<file path="src/rtl/shift_unit_seq.sv">
//==============================================================================
// Module   : shift_unit_seq
// Purpose  : Multi-cycle shift/rotate unit (LSL/LSR/ASR/ROL), one bit per clock,
//            with registered result, carry-out and sticky signed-overflow flag.
//            Define SHIFT_UNIT_BARREL_EN for a single-cycle barrel build.
// Revision : 1.0 - initial release
//==============================================================================
`default_nettype none

module shift_unit_seq #(
    parameter int WIDTH = 8,
    parameter int AMT_W = $clog2(WIDTH) + 1
) (
    input  logic             clk,
    input  logic             rst,
    input  logic             start,
    input  logic [1:0]       mode,
    input  logic [AMT_W-1:0] amount,
    input  logic [WIDTH-1:0] x,
    output logic             ready,
    output logic             done,
    output logic [WIDTH-1:0] f,
    output logic             cout,
    output logic             ovf
);

    typedef enum logic [1:0] {
        S_IDLE  = 2'd0,
        S_SHIFT = 2'd1,
        S_DONE  = 2'd2
    } state_t;

    localparam logic [1:0]       C_LSL       = 2'b00;
    localparam logic [1:0]       C_LSR       = 2'b01;
    localparam logic [1:0]       C_ASR       = 2'b10;
    localparam logic [1:0]       C_ROL       = 2'b11;
    localparam logic [AMT_W-1:0] C_WIDTH_AMT = AMT_W'(WIDTH);

    // One 1-bit step. Returns {ovf_acc, cout, value}.
    function automatic logic [WIDTH+1:0] step_one(
        input logic [WIDTH-1:0] v,
        input logic [1:0]       m,
        input logic             ov
    );
        logic [WIDTH+1:0] res;
        case (m)
            C_LSL:   res = {ov | (v[WIDTH-1] ^ v[WIDTH-2]), v[WIDTH-1], v[WIDTH-2:0], 1'b0};
            C_LSR:   res = {ov, v[0], 1'b0, v[WIDTH-1:1]};
            C_ASR:   res = {ov, v[0], v[WIDTH-1], v[WIDTH-1:1]};
            default: res = {ov, v[WIDTH-1], v[WIDTH-2:0], v[WIDTH-1]};
        endcase
        return res;
    endfunction

    state_t           r_state;
    logic [AMT_W-1:0] w_cnt_load;

    assign w_cnt_load = (amount > C_WIDTH_AMT) ? C_WIDTH_AMT : amount;

`ifdef SHIFT_UNIT_BARREL_EN
    // Unrolled chain of single steps: bit-identical to the iterative build.
    logic [WIDTH+1:0] w_bar;

    always_comb begin
        w_bar = {2'b00, x};
        for (int i = 0; i < WIDTH; i++) begin
            if (i < int'(w_cnt_load)) begin
                w_bar = step_one(w_bar[WIDTH-1:0], mode, w_bar[WIDTH+1]);
            end
        end
    end

    always_ff @(posedge clk) begin
        if (rst) begin
            r_state <= S_IDLE;
            ready   <= 1'b1;
            done    <= 1'b0;
            f       <= '0;
            cout    <= 1'b0;
            ovf     <= 1'b0;
        end else begin
            done <= 1'b0;
            case (r_state)
                S_IDLE: begin
                    if (start) begin
                        r_state <= S_DONE;
                        ready   <= 1'b0;
                        done    <= 1'b1;
                        f       <= w_bar[WIDTH-1:0];
                        cout    <= w_bar[WIDTH];
                        ovf     <= w_bar[WIDTH+1];
                    end
                end
                S_DONE: begin
                    r_state <= S_IDLE;
                    ready   <= 1'b1;
                end
                default: begin
                    r_state <= S_IDLE;
                    ready   <= 1'b1;
                end
            endcase
        end
    end
`else
    logic [WIDTH-1:0] r_work;
    logic [1:0]       r_mode;
    logic [AMT_W-1:0] r_cnt;
    logic             r_ovf_int;
    logic [WIDTH+1:0] w_step;

    assign w_step = step_one(r_work, r_mode, r_ovf_int);

    always_ff @(posedge clk) begin
        if (rst) begin
            r_state   <= S_IDLE;
            ready     <= 1'b1;
            done      <= 1'b0;
            f         <= '0;
            cout      <= 1'b0;
            ovf       <= 1'b0;
            r_work    <= '0;
            r_mode    <= C_LSL;
            r_cnt     <= '0;
            r_ovf_int <= 1'b0;
        end else begin
            done <= 1'b0;
            case (r_state)
                S_IDLE: begin
                    if (start) begin
                        ready     <= 1'b0;
                        r_work    <= x;
                        r_mode    <= mode;
                        r_cnt     <= w_cnt_load;
                        r_ovf_int <= 1'b0;
                        if (w_cnt_load == '0) begin
                            // Zero shift: pass operand straight through.
                            r_state <= S_DONE;
                            done    <= 1'b1;
                            f       <= x;
                            cout    <= 1'b0;
                            ovf     <= 1'b0;
                        end else begin
                            r_state <= S_SHIFT;
                        end
                    end
                end
                S_SHIFT: begin
                    r_work    <= w_step[WIDTH-1:0];
                    r_ovf_int <= w_step[WIDTH+1];
                    r_cnt     <= r_cnt - 1'b1;
                    if (r_cnt == AMT_W'(1)) begin
                        r_state <= S_DONE;
                        done    <= 1'b1;
                        f       <= w_step[WIDTH-1:0];
                        cout    <= w_step[WIDTH];
                        ovf     <= w_step[WIDTH+1];
                    end
                end
                S_DONE: begin
                    r_state <= S_IDLE;
                    ready   <= 1'b1;
                end
                default: begin
                    r_state <= S_IDLE;
                    ready   <= 1'b1;
                end
            endcase
        end
    end
`endif

endmodule

`default_nettype wire
</file>
<file path="config.mk">
export PLATFORM = sky130hd
export DESIGN_NAME = shift_unit_seq
export DESIGN_NICKNAME = d
export VERILOG_FILES = /design/src/rtl/shift_unit_seq.sv
export SDC_FILE = /design/constraint.sdc
export NUM_CORES = 1
export LEC_CHECK = 0
export ABC_AREA = 1
export CAP_MARGIN = 20
export CORE_ASPECT_RATIO = 0.6
export CORE_MARGIN = 5
export CORE_UTILIZATION = 56
export CTS_CLUSTER_SIZE = 16
export DETAILED_ROUTE_END_ITERATION = 7
export PLACE_DENSITY = 0.84
export SLEW_MARGIN = 20
export SYNTH_ARGS = -nofsm -noshare
export SYNTH_HDL_FRONTEND = slang
export SYNTH_SLANG_ARGS = --single-unit
</file>
<file path="constraint.sdc">
create_clock -name clk -period 2.75 [get_ports clk]
set_input_delay 0.4125 -clock clk [delete_from_list [all_inputs] [get_ports clk]]
set_output_delay 0.4125 -clock clk [all_outputs]
set_load 0.1 [all_outputs]
</file>
After elaboration in Yosys (flattened, before gate mapping)
Index checks and enable logic that the tools add are counted.
W data, S select, Z words.

operators by class
  add/sub/neg operators = 1
  $lt $le $gt $ge = 1
  eq/ne operators = 7
  mux-type cells = 27
  bitwise logic cells = 3
  reduce and logical (&&, ||, !) cells = 9

operators by type and width
  cell                   count
  $mux W8                4
  $pmux W8 S2            2
  $pmux W10 S3           1
  $pmux W1 S2            5
  $mux W1                8
  $mux W4                2
  $pmux W4 S2            1
  $reduce_and A2 Y1      4
  $mux W2                3
  $ne A2 B2 Y1 const B   3
  $eq A2 B1 Y1 const B   2
  $eq A4 B1 Y1 const B   1
  $gt A4 B4 Y1 const B   1
  $logic_not A2 Y1       2
  $logic_not A4 Y1       1
  $pmux W2 S2            1
  $reduce_and A4 Y1      1
  $sub A4 B1 Y4 const B  1
  $eq A2 B2 Y1 const B   1
  $reduce_bool A2 Y1     1
  $not A1 Y1             1
  $or A1 B1 Y1           1
  $xor A1 B1 Y1          1

word-level totals
  register bits = 29
  bits of input ports = 17
  output and inout port bits = 12

Depth between registers and ports, before layout
  depth after elaboration = 6
  mapped depth = 9
  mapped depth without buffers = 8

Worst setup path after synthesis
OpenSTA, ideal clock, no wires.

  path kind = reg-to-output
  start point = register ready
  end point = output ready
  arrival time = 0.924 ns
  required time = 2.338 ns
  setup slack = 1.413 ns
  stages on the path, launching flop included = 1
  cells stage by stage = dfxtp_1

RTL lines
  item                      line  source
  start: declaration        20    output logic ready,
  start signal: assignment  117   ready <= 1'b1;
  start signal: assignment  131   ready <= 1'b0;
  start signal: assignment  162   ready <= 1'b1;

No word-level cell between the ends.

Worst setup path in the final report
  start point = input start
  end point = register f[0]

between the ends
  longest elaborated chain between the ends = 2

RTL lines
  item                         line  source
  start: declaration           16    input logic start,
  $ne A2 B2 Y1 (no line)       -
  $reduce_and A4 Y1 (no line)  -
  end signal: assignment       155   f <= w_step[WIDTH-1:0];
  end: declaration             22    output logic [WIDTH-1:0] f,

Every way passes these cells.
A chain may end at the register's enable or synchronous reset.

==> flow_summary.yaml <==
timing:
  finClkSkew_ps: 3.86
  finalCritPeriodShare_pct: 65.6
  worst_slew_pin_slew_ps: 521
  hold_viol: 0
  slew_headroom_pct: 65.2
  max_freq_mhz: 554
  maxSlewViolCount: 0
  period_minus_slack_ps: 1800
  setup_viol: 0
  final.setup.tns_ps: 0
  rsz0062_at_grt: "no"
power:
  p_per_area_nw_per_um2: 652
  comb_power_share_pct: 34.8
  vdd_drop_max_uv: 416
  power_frac_seq_pct: 38.8
  switching_share_pct: 40.0
  power.share.clock_pct: 26.4
  p_int_w: 0.000789
  p_switching_w: 0.000525
  p_leak_nw: 1.01
  finalPower_w: 0.00131
critical_path:
  rrSetupSlack_ps: 980
  critPathMostFrequentCell: "nor2_1"
  path_class: "in2reg"
  worstPathCellList: "clkdlybuf4s50_1, nand2_2, nor2_1, nand2_1, nand2_2, inv_2, nor2_1, nor2_1"
  crit_fanout: 11
  critPathCaptureType: "flip-flop"
  rr_worst_depth: 7
  arrival_ps: 1990
  regToRegStartpoint: "r_state[1]"
  required_ps: 2930
  crit_slowest_cell: "clkdlybuf4s50_1"
  start_kind: "primary input"
  max_stage_delay_ps: 470
  reg2reg_to: "r_work[2]"
clock_tree:
  clock-sinks: 29
  clk_pin_slew_ps: 60
  cts_tree: "yes"
  root_buffer: "clkbuf_8"
  insertion_delay_ps: 290
  cts_made_buffers: 5
  cts_resized: 0
  postCtsSetupRepairBufs: 0
  clock_path_buffers: 2
  cts.htree.levels: 2
  cts_hold_repair.buffers: 0
drt:
  drt_pass1_iterations: 5
  viasPerCell: 5.33
  top_layer: "met4"
  wl_met3_um: 459
  drt_iter0_drc: 205
  antenna_left: 0
  remaining_drc_errors: 0
  finalWirelength_um: 4380
  routed-wl-met2_um: 1710
  drt-met1-wl_um: 2160
  wl_per_cell_um: 13.0
  num_vias: 1790
logic_synthesis:
  ys_top_cells_by_area: "dfxtp_1, nand2_1, nand3_1"
  yosys_warnings: 0
  synth_top_area_cell: "dfxtp_1"
  post_synth.cell_area_avg_um2: 6.26
  ys_ff_latch: 29
  ys_seq_area_share_pct: 34.7
  ys_types: 21
  synthCells: 267
  syn_nets: 286
  yosysTopAreaCellShare_pct: 34.7
  syn_area_um2: 1670
final_layout:
  layout-drive-gt1-share_pct: 12.2
  layout_commonest_cell: "nand2_1"
  area_growth_syn_to_layout_pct: 20.5
  nets: 312
  fin_cells: 336
  insertedDiodeCount: 0
  layout_common_cells: "nand2_1, nand3_1, inv_1, dfxtp_1, nor2_1"
min_path:
  whs_endpoint: "r_ovf_int"
  hold_path.class: "reg2reg"
  worstHoldStart: "r_ovf_int"
  min_path_cells: 2
flow_run:
  cap_violations: 0
floorplanning:
  rows: 15
  core_um2: 2870
  boundaryPins: 29
  dieHeight_um: 52.3
  initial_core_util_pct: 58.2
  die_area_um2: 4210
  dieWidth_um: 80.5
grt:
  grt_first_pass_wirelength_um: 6990
  grt_max_degree: 27
  antenna_found_initial: 0
  gr-usage-all-layers_pct: 22.3
  overflow: 0
  first_global_vias: 1427
status:
  status: "finished, final reports clean"
placement:
  port_buffers: 28
  hpwl_um: 3100
  post-place-cells: 328
  place_congestion: 0.917
-- metrics by stage --
step,util [%],setup slack [ps],hold WS (ps),cell area (um2)
after CTS,70.2,979,474,2010
after floorplan,-,1410,440,1670
after global routing,70.2,804,509,2010
final,70.2,946,476,2010
after global placement,67.1,798,471,1930
after detailed placement,67.1,701,462,1930
-- metal layers --
layer / track usage, % / vias to the layer above
met5: 0 / -
met4: 8.43 / 0
met3: 6.01 / 5
met2: 28.3 / 100
met1: 34.5 / 790
li1: - / 895
-- registers in the layout, indices dropped and copies added (netlist names) --
signal     flops
r_mode         2
ovf            1
done           1
r_ovf_int      1
cout           1
f              8
r_work         8
r_cnt          4
ready          1
r_state        2
-- cells in the mapped netlist --
cell type / count
nor2_4: 1
o21ai_0: 11
o21bai_1: 1
a21oi_1: 22
buf_4: 2
nand4_1: 1
or2_2: 6
buf_2: 7
dfxtp_1: 29
inv_1: 36
nand2_2: 3
nand3b_1: 4
nand3_1: 44
nor2_1: 26
clkbuf_1: 2
xnor2_1: 1
ha_1: 2
nand2_1: 64
o31ai_1: 1
inv_2: 3
buf_6: 1
-- cell families (layout without fill, tap and decap cells) --
| kind of cell | Yosys count | in the layout | share of synthesized area, % |
|---|---|---|---|
| compound gates | 35 | 35 | 10.8 |
| xor+xnor | 1 | 1 | 0.524 |
| fa+ha+maj | 2 | 2 | 1.50 |
| buf+inv | 51 | 78 | 12.9 |
| flops | 29 | 29 | 34.7 |
| simple gates | 149 | 149 | 39.6 |
-- area by class of cell --
cell class	count	area [um2]
fillers	241	857
flip-flops and latches	29	581
well taps	42	52.6
clock inverters	3	17.5
multi-input cells	187	876
inverters	39	146
repair buffers	31	273
clock buffers	5	68.8
-- critical path, delay by kind of cell --
kind	cells	cell delay, ps
buffers and inverters	2	560
AND/OR/NAND/NOR	6	1010
-- how the worst max path moves through the flow --
stage                  to      start  slack [ps]  cells after the start
floorplan           ready      ready        1410                      0
global placement     cout      start         800                      8
detailed placement   f[0]      start         700                      8
CTS                  f[0]      start         980                      8
global route         f[0]  amount[3]         800                      9
finish               f[0]      start         950                      8
-- power by group through the flow --
stage	combinational (W)	clock (W)	sequential, W
after global routing	0.000502	0.000377	0.000515
after floorplan	0.000262	0	0.000599
final	0.000457	0.000347	0.000510
after detailed placement	0.000448	0	0.000516
after global placement	0.000444	0	0.000516
after CTS	0.000453	0.000351	0.000508
No activity file was read; power rests on OpenSTA's default activity.
